===== config.mk =====
export PLATFORM = sky130hd
export DESIGN_NAME = compare_search_flat
export DESIGN_NICKNAME = d
export VERILOG_FILES = /design/src/rtl/compare_pkg.sv /design/src/rtl/compare_search_if.sv /design/src/rtl/compare_search_mid.sv /design/src/rtl/compare_search.sv /design/src/flat_wrapper.sv
export SDC_FILE = /design/constraint.sdc
export NUM_CORES = 1
export LEC_CHECK = 0
export CAP_MARGIN = 20
export CORE_MARGIN = 10
export CORE_UTILIZATION = 30
export CTS_CLUSTER_SIZE = 28
export DETAILED_ROUTE_END_ITERATION = 10
export GPL_TIMING_DRIVEN = 0
export PLACE_DENSITY = 0.48
export SLEW_MARGIN = 10
export SYNTH_ARGS = -nofsm -noshare
export SYNTH_HDL_FRONTEND = slang
export SYNTH_SLANG_ARGS = --single-unit

===== constraint.sdc =====
create_clock -name clk -period 4.6 [get_ports clk]
set_input_delay 0.92 -clock clk [delete_from_list [all_inputs] [get_ports clk]]
set_output_delay 0.92 -clock clk [all_outputs]
set_load 0.05 [all_outputs]

===== src/rtl/compare_pkg.sv =====
// Shared encodings for the one-hot magnitude-compare interface and the
// search engine state machine.
package compare_pkg;

  localparam logic [2:0] CMP_GT = 3'b001;
  localparam logic [2:0] CMP_EQ = 3'b010;
  localparam logic [2:0] CMP_LT = 3'b100;

  typedef enum logic [1:0] {
    IDLE  = 2'd0,
    PROBE = 2'd1,
    DONE  = 2'd2,
    ERR   = 2'd3
  } state_t;

endpackage


===== src/rtl/compare_search_if.sv =====
// Probe/result handshake between the search engine (master) and an external
// magnitude comparator (slave) wired as A = probe, B = target.
interface compare_search_if #(
  parameter int WIDTH = 4
);

  logic [WIDTH-1:0] probe;
  logic             probe_valid;
  logic [2:0]       cmp_res;
  logic             cmp_valid;

  modport master (
    output probe,
    output probe_valid,
    input  cmp_res,
    input  cmp_valid
  );

  modport slave (
    input  probe,
    input  probe_valid,
    output cmp_res,
    output cmp_valid
  );

endinterface


===== src/rtl/compare_search_mid.sv =====
// Floor midpoint of an unsigned [lo, hi] interval, computed one bit wider so
// the difference never wraps before the shift.
module search_mid #(
  parameter int WIDTH = 4
) (
  input  logic [WIDTH-1:0] lo,
  input  logic [WIDTH-1:0] hi,
  output logic [WIDTH-1:0] mid
);

  logic [WIDTH:0] span;

  assign span = {1'b0, hi} - {1'b0, lo};
  assign mid  = WIDTH'({1'b0, lo} + (span >> 1));

endmodule


===== src/rtl/compare_search.sv =====
// Successive-approximation search engine: issues probes to an external
// comparator and binary-searches the unsigned range until equality.
module compare_search
  import compare_pkg::*;
#(
  parameter int WIDTH  = 4,
  parameter int STEP_W = 3
) (
  input  logic                clk,
  input  logic                rst,
  input  logic                start,
  compare_search_if.master    bus,
  output logic [WIDTH-1:0]    found,
  output logic [STEP_W-1:0]   steps,
  output logic                busy,
  output logic                done,
  output logic                err
);

  localparam logic [WIDTH-1:0]  ALL_ONES = {WIDTH{1'b1}};
  localparam logic [STEP_W-1:0] STEP_MAX = {STEP_W{1'b1}};

  state_t           state;
  logic [WIDTH-1:0] lo;
  logic [WIDTH-1:0] hi;
  logic [WIDTH-1:0] probe;
  logic             probe_valid;

  logic [WIDTH-1:0] nar_lo;
  logic [WIDTH-1:0] nar_hi;
  logic             nar_err;
  logic             restart;
  logic [WIDTH-1:0] mid_lo;
  logic [WIDTH-1:0] mid_hi;
  logic [WIDTH-1:0] mid;

  assign bus.probe       = probe;
  assign bus.probe_valid = probe_valid;

  // Narrowed interval for the current result; only meaningful in PROBE with
  // cmp_valid high. Bound violations and illegal codes all collapse to nar_err.
  always_comb begin
    nar_lo  = lo;
    nar_hi  = hi;
    nar_err = 1'b0;
    case (bus.cmp_res)
      CMP_GT: begin
        if (probe == '0) nar_err = 1'b1;
        else             nar_hi  = probe - WIDTH'(1);
      end
      CMP_LT: begin
        if (probe == ALL_ONES) nar_err = 1'b1;
        else                   nar_lo  = probe + WIDTH'(1);
      end
      CMP_EQ:  nar_err = 1'b0;
      default: nar_err = 1'b1;
    endcase
    if (!nar_err && (nar_lo > nar_hi)) nar_err = 1'b1;
  end

  // A restart probes the full range; otherwise the midpoint tracks the
  // narrowed interval so the next probe is ready one cycle after a result.
  assign restart = start && (state != PROBE);
  assign mid_lo  = restart ? '0       : nar_lo;
  assign mid_hi  = restart ? ALL_ONES : nar_hi;

  search_mid #(.WIDTH(WIDTH)) u_mid (
    .lo  (mid_lo),
    .hi  (mid_hi),
    .mid (mid)
  );

  always_ff @(posedge clk or posedge rst) begin
    if (rst) begin
      state       <= IDLE;
      lo          <= '0;
      hi          <= ALL_ONES;
      probe       <= '0;
      probe_valid <= 1'b0;
      found       <= '0;
      steps       <= '0;
      busy        <= 1'b0;
      done        <= 1'b0;
      err         <= 1'b0;
    end else begin
      case (state)
        IDLE, DONE, ERR: begin
          if (start) begin
            state       <= PROBE;
            lo          <= '0;
            hi          <= ALL_ONES;
            probe       <= mid;
            probe_valid <= 1'b1;
            busy        <= 1'b1;
            steps       <= STEP_W'(1);
            done        <= 1'b0;
            err         <= 1'b0;
          end
        end
        PROBE: begin
          if (bus.cmp_valid) begin
            if (bus.cmp_res == CMP_EQ) begin
              state       <= DONE;
              found       <= probe;
              done        <= 1'b1;
              busy        <= 1'b0;
              probe_valid <= 1'b0;
            end else if (nar_err) begin
              state       <= ERR;
              err         <= 1'b1;
              busy        <= 1'b0;
              probe_valid <= 1'b0;
            end else begin
              lo    <= nar_lo;
              hi    <= nar_hi;
              probe <= mid;
              if (steps != STEP_MAX) steps <= steps + STEP_W'(1);
            end
          end
        end
        default: state <= IDLE;
      endcase
    end
  end

endmodule


===== src/flat_wrapper.sv =====
// flat-port wrapper written by rule: the top's interface ports become plain ports
module compare_search_flat import compare_pkg::*;
#(
  parameter int WIDTH  = 4,
  parameter int STEP_W = 3
)
  (clk, rst, start, found, steps, busy, done, err, bus_probe, bus_probe_valid, bus_cmp_res, bus_cmp_valid);
  compare_search_if #(.WIDTH(WIDTH)) bus_i ();
  input  logic clk;
  input  logic rst;
  input  logic start;
  output logic [WIDTH-1:0] found;
  output logic [STEP_W-1:0] steps;
  output logic busy;
  output logic done;
  output logic err;
  output wire logic [$bits(bus_i.probe)-1:0] bus_probe;
  output wire logic [$bits(bus_i.probe_valid)-1:0] bus_probe_valid;
  input wire logic [$bits(bus_i.cmp_res)-1:0] bus_cmp_res;
  input wire logic [$bits(bus_i.cmp_valid)-1:0] bus_cmp_valid;
  assign bus_probe = bus_i.probe;
  assign bus_probe_valid = bus_i.probe_valid;
  assign bus_i.cmp_res = bus_cmp_res;
  assign bus_i.cmp_valid = bus_cmp_valid;
  compare_search #(.WIDTH(WIDTH), .STEP_W(STEP_W)) u_core (.clk(clk), .rst(rst), .start(start), .bus(bus_i), .found(found), .steps(steps), .busy(busy), .done(done), .err(err));
endmodule

# After elaboration in Yosys (flattened, before gate mapping)
# Index checks and enable logic that the tools add are counted.
# op_classes
n_lt_le_gt_ge,1
n_eq_ne,17
addsub,5
muxes,49
n_reduce_logical,12
# ops
cell,n
$mux W4,18
$pmux W4 S2,3
$mux W3,5
$mux W1,13
$reduce_and A3 Y1,3
$mux W2,4
$ne A2 B1 Y1 const B,4
$ne A2 B2 Y1 const B,4
$reduce_and A4 Y1,2
$pmux W1 S2,3
$pmux W3 S2,1
$reduce_and A5 Y1,1
$sub A4 B4 Y5,1
$add A4 B1 Y4 const B,1
$add A4 B4 Y4,1
$eq A2 B2 Y1 const B,2
$eq A4 B4 Y1 const B,1
$gt A4 B4 Y1,1
$logic_not A4 Y1,1
$pmux W2 S2,1
$sub A4 B1 Y4 const B,1
$add A3 B1 Y3 const B,1
$eq A3 B1 Y1 const B,1
$eq A3 B2 Y1 const B,1
other kinds (9),10
# totals
output_inout_bits,15
ff_bits,24

# Logic depth before layout (Yosys ltp)
# Gate-level depths: netlist (run 1).
# depth
word_depth,10
depth_mapped,15

# Hierarchy
# Synthesis (run 1) repeated with hierarchy kept, for this count alone.
# hier_totals
cells_unflattened,170
hier_area_um2,1686.6
# modules_own_cells
mod,seq_area_each_um2,area_each_um2,cells_each,n_inst
compare_search,605.6,1450.1,144,1
search_mid,0.0,236.5,26,1

# Worst setup path before layout (run 1)
# No wires, ideal clock.
# synth_timing
path_kind,input to register
startpoint,input port bus_cmp_res[1]
endpoint,"register u_core.probe[3], in the netlist u_core.bus.probe[3]"
path_buffers,0
stages,11
slack_ns,0.861
setup_time_ns,0.120
t_arrival_ns,3.620
cell_sequence,or3b_4 -> a21oi_4 -> mux2i_1 -> nand2_1 -> fa_1 -> xor2_1 -> ha_1 -> a21o_1 -> a41oi_2 -> or3_1 -> a31o_1
# synth_via
elab_chain_len,9
# synth_rtl
item,line_no,source
"start, declared",flat_wrapper.sv:19,input wire logic [$bits(bus_i.cmp_res)-1:0] bus_cmp_res;
$eq A3 B1 Y1 / $eq A3 B3 Y1 (equally long branches),compare_search.sv:46,case (bus.cmp_res)
$mux W4,compare_search.sv:46,
$mux W4 (on tied branches),"compare_search.sv:65, compare_search.sv:64",
$sub A4 B4 Y5,compare_search_mid.sv:13,"assign span = {1'b0, hi} - {1'b0, lo};"
$add A4 B4 Y4,compare_search_mid.sv:14,"assign mid = WIDTH'({1'b0, lo} + (span >> 1));"
$mux W4,compare_search.sv:108,end else if (nar_err) begin
$mux W4,compare_search.sv:102,if (bus.cmp_res == CMP_EQ) begin
$mux W4,compare_search.sv:101,if (bus.cmp_valid) begin
$pmux W4 S2,compare_search.sv:86,case (state)
"end signal, assigned",compare_search.sv:92,probe <= mid;
"end signal, assigned",compare_search.sv:116,probe <= mid;
"end, declared",compare_search.sv:26,logic [WIDTH-1:0] probe;
# Several ways; a longest one is shown, not always the timed one. The select of a mux whose other input is x is not followed.
# A chain may end at the register's enable or synchronous reset.

# Worst setup path in the final report (run 1)
# layout_timing
startpoint,input port bus_cmp_res[0]
endpoint,"register u_core.probe[3], in the netlist u_core.bus.probe[3]"
# Same word-level chain as after synthesis.

==> summary.txt, run 1 <==
STA
  • RSZ-0062 raised after global routing: no
  • FMAX: 0.235 GHz
  • Final setup fails: 0
  • Slew Limit Headroom: 61.1%
  • Final min period: 4.25 ns
  • Tcrit/Tclk final: 92.4%
  • Final-report max-slew violation count: 0
  • Final TNS setup: 0 ns
  • Worst Tran Pin Value: 0.582 ns
  • Max Clock Skew: 0.00961 ns
  • Endpoints failing hold: 0

Critical path
  • Crit Path Max Fanout: 6
  • Crit-path slowest cell: clkdlybuf4s50_1
  • Arrival time of the worst setup path: 4.41 ns
  • CP Data Required Time: 4.76 ns
  • Crit-path cells: clkdlybuf4s50_1, or3b_4, a21oi_4, mux2i_1, nand2_1, fa_1, xor2_1, ha_1, a21o_1, a41oi_2, or3_1, a31o_1
  • Kind of critical path: in -> reg
  • CP endpoint kind: flip-flop
  • Nature of the critical path startpoint: input port
  • CP peak stage delay: 0.51 ns

Placement
  • HPWL Detailed: 3.20 mm
  • Placed insts: 273
  • GP Congestion: 0.814
  • Port bufs: 21

Finish
  • Layout area overhead: 22.6%
  • Commonest non-fill, non-tap cell in the layout: nand2_1
  • Non-filler cells, final: 278
  • Layout cells sized above 1: 15.0%
  • Commonest non-fill, non-tap cells in the layout: 23 x nand2_1, 21 x clkdlybuf4s50_1, 20 x dfrtp_1, 15 x nor2_1, 13 x ha_1
  • Fillers: 565
  • Area occupied by registers: 606 µm²
  • Area taken by multi-input logic gates: 0.00101 mm²
  • # diodes: 0
  • Nets: 229

Worst hold path
  • Hold Crit Class: reg -> reg

Clock network
  • # resized after CTS: 0
  • Setup Buffers After CTS: 0
  • CTS Buf Count: 3
  • H-tree Lvls: 1
  • Reg clk slew, reported paths: 0.08 ns
  • Clock buffer depth: 2
  • Clock sink count: 24
  • Post-CTS Hold Fix Bufs: 0
  • Clock latency on the worst-skew pair: 0.27 ns
  • CTS tree: yes
  • CTS Root Cell: clkbuf_8

Die
  • Die W: 95.2 µm
  • Core ar.: 0.00551 mm²
  • Initial core utilization: 30.8%
  • IO Count: 22
  • Row count: 27
  • Die ar.: 0.00907 mm²
  • Die Y: 95.2 µm

Global routing
  • First-pass GRT wire length: 7.07 mm
  • Initial antenna violation count: 0
  • Gr usage total: 9.71%
  • Pin count of the biggest net entering global routing: 25
  • GRT Residual Overflow: 0
  • Vias in the first global route: 1,438

Power and ir drop
  • Cell Pwr Density: 749 mW/mm²
  • Peak VDD IR: 0.325 mV
  • Lkg Pwr: 0.906 nW
  • Final Power: 1.56 mW

Routing
  • Via count: 1,318
  • DRT Wirelength: 4.09 mm
  • Initial DRT Pass Iterations: 4
  • DR vias/cell: 4.74
  • Iteration-0 DRC count of the detailed router: 78
  • DRC viols: 0
  • Antenna-violating nets left: 0
  • Drt wl/cell: 14.7 µm

Logic synthesis
  • Synthesis Warnings: 0
  • Main flop type after synthesis: dfrtp_1
  • Cell area after synthesis: 0.00170 mm²
  • Synth top area share: 29.5%
  • Yosys cell types: 48
  • Flop and latch count out of synthesis: 24
  • Post-synth EDFFs: 0
  • Async SR Flop Fraction: 100%
  • Syn avg cell area: 9.43 µm²
  • Syn Inst Count: 180
  • Largest cells by area after synthesis: dfrtp_1 29%, ha_1 9.6%, dfstp_2 6.2%
  • Syn nets: 202
  • Synth area leader: dfrtp_1
  • Register area share after synthesis: 35.7%

Run
  • Max cap viols: 0

Status
  • Outcome: finished clean
report_power, final:
| part | internal, mW | switching [mW] | total (mW) |
|---|---|---|---|
| Clock | 0.0764 | 0.0666 | 0.143 |
| Combinational | 0.398 | 0.645 | 1.04 |
| Sequential | 0.308 | 0.0647 | 0.373 |
| Total | 0.783 | 0.776 | 1.56 |
worst paths after layout:
kind                                     start                   to  slack, ns  depth (start not counted)
min in group asynchronous                  rst      u_core.found[2]       0.92                          2
setup reg to reg           u_core.bus.probe[0]  u_core.bus.probe[3]       0.97                         12
setup / recovery                bus_cmp_res[0]  u_core.bus.probe[3]       0.35                         12
max in group asynchronous                  rst         u_core.hi[1]       3.20                          3
hold reg to reg                   u_core.lo[2]         u_core.lo[2]       0.46                          2
hold / removal                    u_core.lo[2]         u_core.lo[2]       0.46                          2
Yosys cell counts (2+ instances only):
| cell type | number |
|---|---|
| xor2_1 | 3 |
| ha_1 | 13 |
| nand2_1 | 23 |
| buf_4 | 2 |
| dfrtp_1 | 20 |
| dfstp_2 | 4 |
| a31oi_1 | 5 |
| a22o_1 | 2 |
| inv_1 | 10 |
| a21oi_1 | 7 |
| mux2i_1 | 4 |
| a21o_1 | 5 |
| xnor2_1 | 5 |
| nor3_1 | 2 |
| nor2_1 | 15 |
| and2_1 | 5 |
| o21bai_1 | 2 |
| mux2_2 | 5 |
| buf_2 | 3 |
| o31ai_1 | 3 |
| fa_1 | 2 |
| o21ai_0 | 6 |
| or2_2 | 2 |
| nand3_1 | 8 |
cell families after synthesis:
| family | count (synthesis) | share of synthesized area (%) |
|---|---|---|
| AOI/OAI and AO/OA | 43 | 19.4 |
| xor gates and xnor gates | 8 | 4.13 |
| adders and majority gates | 15 | 11.9 |
| buffers and inverters | 17 | 4.86 |
| DFF | 24 | 35.7 |
| muxes | 9 | 5.67 |
| and+or+nand+nor | 64 | 18.3 |
metal layers:
metal  track usage, %  vias up  share of wire [%]
met5                0        -                  0
met4             1.62        0               0.66
met3             3.06        4                5.4
met2             15.8       20                 45
met1             12.5      611                 49
li1                 -      683                  -
flip-flops by register name, indices dropped and copies added, names as in the netlist:
name              flops
u_core.bus.probe      4
u_core.err            1
u_core.done           1
u_core.hi             4
u_core.lo             4
u_core.busy           1
u_core.steps          3
u_core.found          4
u_core.state          2
critical path, delay by kind of cell:
family          cells  cell delay (ns)
buf+inv             1             0.51
fa+ha+maj           2             0.72
mux                 1             0.46
xor+xnor            1             0.21
compound gates      4             0.67
simple gates        3             0.90
cell type report:
type	count	share of cell area (%)
plain buffers	7	2.16
clock buffers	4	2.65
inverters	10	1.80
multi-input cells	139	48.5
flip-flops and latches	24	29.1
well taps	72	4.33
repair buffers	22	11.4
metrics by stage:
| stage | setup slack [ns] | area, µm² | hold slack [ns] | utilization, % |
|---|---|---|---|---|
| 6_report | 0.349 | 2080 | 0.464 | 37.8 |
| 5_1_grt | 0.133 | 2080 | 0.510 | 37.8 |
| 4_1_cts | 0.324 | 2050 | 0.473 | 37.3 |
| 3_5_place_dp | 0.0449 | 2000 | 0.454 | 36.3 |
| 3_3_place_gp | 0.0649 | 2000 | 0.448 | 36.3 |
| 2_1_floorplan | 0.861 | 1700 | 0.432 | - |
No activity file was read; power rests on OpenSTA's default activity.
==> inputs of run 2 (changes only) <==
CORE_UTILIZATION = 47   (was 30)
PLACE_DENSITY = 0.69   (was 0.48)
==> run 2 against run 1 <==
Net effect: worst setup slack got worse by 0.090 ns; utilization increased by 21 points; global-route usage increased by 3.6 points; cell count decreased by 9.7%; via count increased by 3.1%; total power decreased by 2.5%; register-to-register slack got worse by 0.21 ns; first-iteration DRC count decreased by 35%; cell area decreased by 4.3%; non-clock buffer count decreased by 1; sequential power about the same; sequential share of layout area increased by 1.3 points; critical path type unchanged; critical endpoint unchanged.
==> summary.txt, run 2 (synthesis gave the netlist of run 1 again) <==
Global routing
  • Vias in the first global route: 1,506
  • First-pass GRT wire length: 7.05 mm
  • GRT Residual Overflow: 0
  • Gr usage total: 13.3%
  • Initial antenna violation count: 0
  • Pin count of the biggest net entering global routing: 25

Critical path
  • Nature of the critical path startpoint: input port
  • R2R Path End: u_core.bus.probe[3]
  • CP Data Required Time: 4.80 ns
  • Reg2reg setup slack: 0.76 ns
  • Crit Path Max Fanout: 6
  • R2r startpoint: u_core.bus.probe[0]
  • Arrival time of the worst setup path: 4.54 ns
  • Buffer and inverter count on the worst path: 1
  • Crit-path slowest cell: mux2i_1
  • Crit-path cells: clkdlybuf4s50_1, or3b_4, a21oi_4, mux2i_1, nand2_1, fa_1, xor2_1, ha_1, a21o_1, a41oi_2, or3_1, a31o_1
  • Kind of critical path: in -> reg
  • Crit-path leading delay family: simple AND/OR/NAND/NOR gates
  • CP endpoint kind: flip-flop
  • Reg2reg path depth: 12
  • CP peak stage delay: 0.56 ns

Die
  • Core ar.: 0.00342 mm²
  • Die Y: 80.1 µm
  • Die W: 80.1 µm
  • Row count: 21
  • Die ar.: 0.00642 mm²
  • IO Count: 22
  • Initial core utilization: 49.7%

STA
  • Final setup fails: 0
  • Final-report max-slew violation count: 0
  • Final min period: 4.34 ns
  • Worst Tran Pin Value: 0.902 ns
  • Slew Limit Headroom: 39.8%
  • Endpoints failing hold: 0
  • Tcrit/Tclk final: 94.4%
  • FMAX: 0.230 GHz
  • RSZ-0062 raised after global routing: no
  • Max Clock Skew: 0.00803 ns

Finish
  • Commonest non-fill, non-tap cell in the layout: nand2_1
  • Layout area overhead: 17.3%
  • Commonest non-fill, non-tap cells in the layout: 23 x nand2_1, 21 x clkdlybuf4s50_1, 20 x dfrtp_1, 15 x nor2_1, 13 x ha_1
  • Final core utilization: 58.3%
  • Area occupied by registers: 606 µm²
  • Layout cells sized above 1: 14.1%
  • # diodes: 0
  • Area taken by multi-input logic gates: 0.00101 mm²
  • Nets: 228
  • Fillers: 325
  • Fin area: 0.00199 mm²

Status
  • Outcome: finished clean

Clock network
  • Clock buffer depth: 2
  • CTS tree: yes
  • Clock sink count: 24
  • Clock latency on the worst-skew pair: 0.31 ns
  • CTS Buf Count: 3
  • Reg clk slew, reported paths: 0.13 ns
  • CTS Root Cell: clkbuf_4
  • H-tree Lvls: 1
  • Setup Buffers After CTS: 0
  • Post-CTS Hold Fix Bufs: 0
  • # resized after CTS: 0

Placement
  • Placed Area: 0.00197 mm²
  • GP Congestion: 0.856
  • Port bufs: 21
  • HPWL Detailed: 3.18 mm

Worst hold path
  • Hold Startpoint: u_core.lo[2]
  • Hold Crit Class: reg -> reg
  • Hold-critical path endpoint: u_core.lo[2]
  • Hold Path Stages: 2

Power and ir drop
  • Cell Pwr Density: 763 mW/mm²
  • Lkg Pwr: 0.879 nW
  • Peak VDD IR: 0.406 mV

Routing
  • Iteration-0 DRC count of the detailed router: 51
  • Via count: 1,359
  • DRC viols: 0
  • DRT Wirelength: 3.98 mm
  • Antenna-violating nets left: 0
  • DR vias/cell: 5.41
  • Initial DRT Pass Iterations: 4
  • Drt wl/cell: 15.9 µm

Run
  • Max cap viols: 0
-- run 2: metal layers --
metal	part of all wire [%]	vias to the layer above	wire, µm	GRT usage (%)
li1	-	683	-	-
met3	4.0	2	159	2.34
met5	0	-	0	0
met4	0.50	0	20	3.52
met1	43	647	1720	15.8
met2	52	27	2090	24.0
-- run 2: worst min-delay path, delay by kind of cell (launching register included) --
family | cells | cell delay (ns)
flops | 1 | 0.37
simple gates | 2 | 0.10
-- run 2: layout make-up --
cell class | instances | share of cell area, %
multi-input cells | 139 | 50.7
flip-flops and latches | 24 | 30.4
repair buffers | 21 | 10.6
well taps | 46 | 2.89
plain buffers | 7 | 2.26
inverters | 10 | 1.88
clock buffers | 4 | 1.32
-- run 2: power by group --
group          total (mW)  switching (mW)  internal (mW)
sequential          0.376          0.0686          0.308
combinational        1.05           0.653          0.397
clock              0.0937          0.0599         0.0338
-- run 2: worst max-delay path by stage --
stage,slack [ns],to,depth (start not counted),start
after detailed placement,-0.08,u_core.bus.probe[3],12,bus_cmp_res[0]
after global placement,0.01,u_core.bus.probe[3],12,bus_cmp_res[0]
after CTS,0.27,u_core.bus.probe[3],12,bus_cmp_res[0]
final,0.26,u_core.bus.probe[3],12,bus_cmp_res[0]
after global routing,0.04,u_core.bus.probe[3],12,bus_cmp_res[0]
after floorplan,0.86,u_core.bus.probe[3],11,bus_cmp_res[1]
-- run 2: stage by stage --
step / hold slack (ns) / worst slack (ns) / cells / setup TNS (ns) / total power, mW
3_3_place_gp: 0.459 / 0.0143 / 247 / 0 / 1.40
2_1_floorplan: 0.432 / 0.861 / 180 / 0 / 1.14
4_1_cts: 0.497 / 0.266 / 251 / 0 / 1.53
3_5_place_dp: 0.469 / -0.0796 / 247 / -0.0796 / 1.43
6_report: 0.496 / 0.260 / 251 / 0 / 1.52
5_1_grt: 0.531 / 0.0385 / 251 / 0 / 1.65
==> inputs of run 3 (changes only) <==
SKIP_LAST_GASP = 1   (was unset)
==> results of run 3 <==
The final DEF is identical to that of run 2; final timing and power are the same.
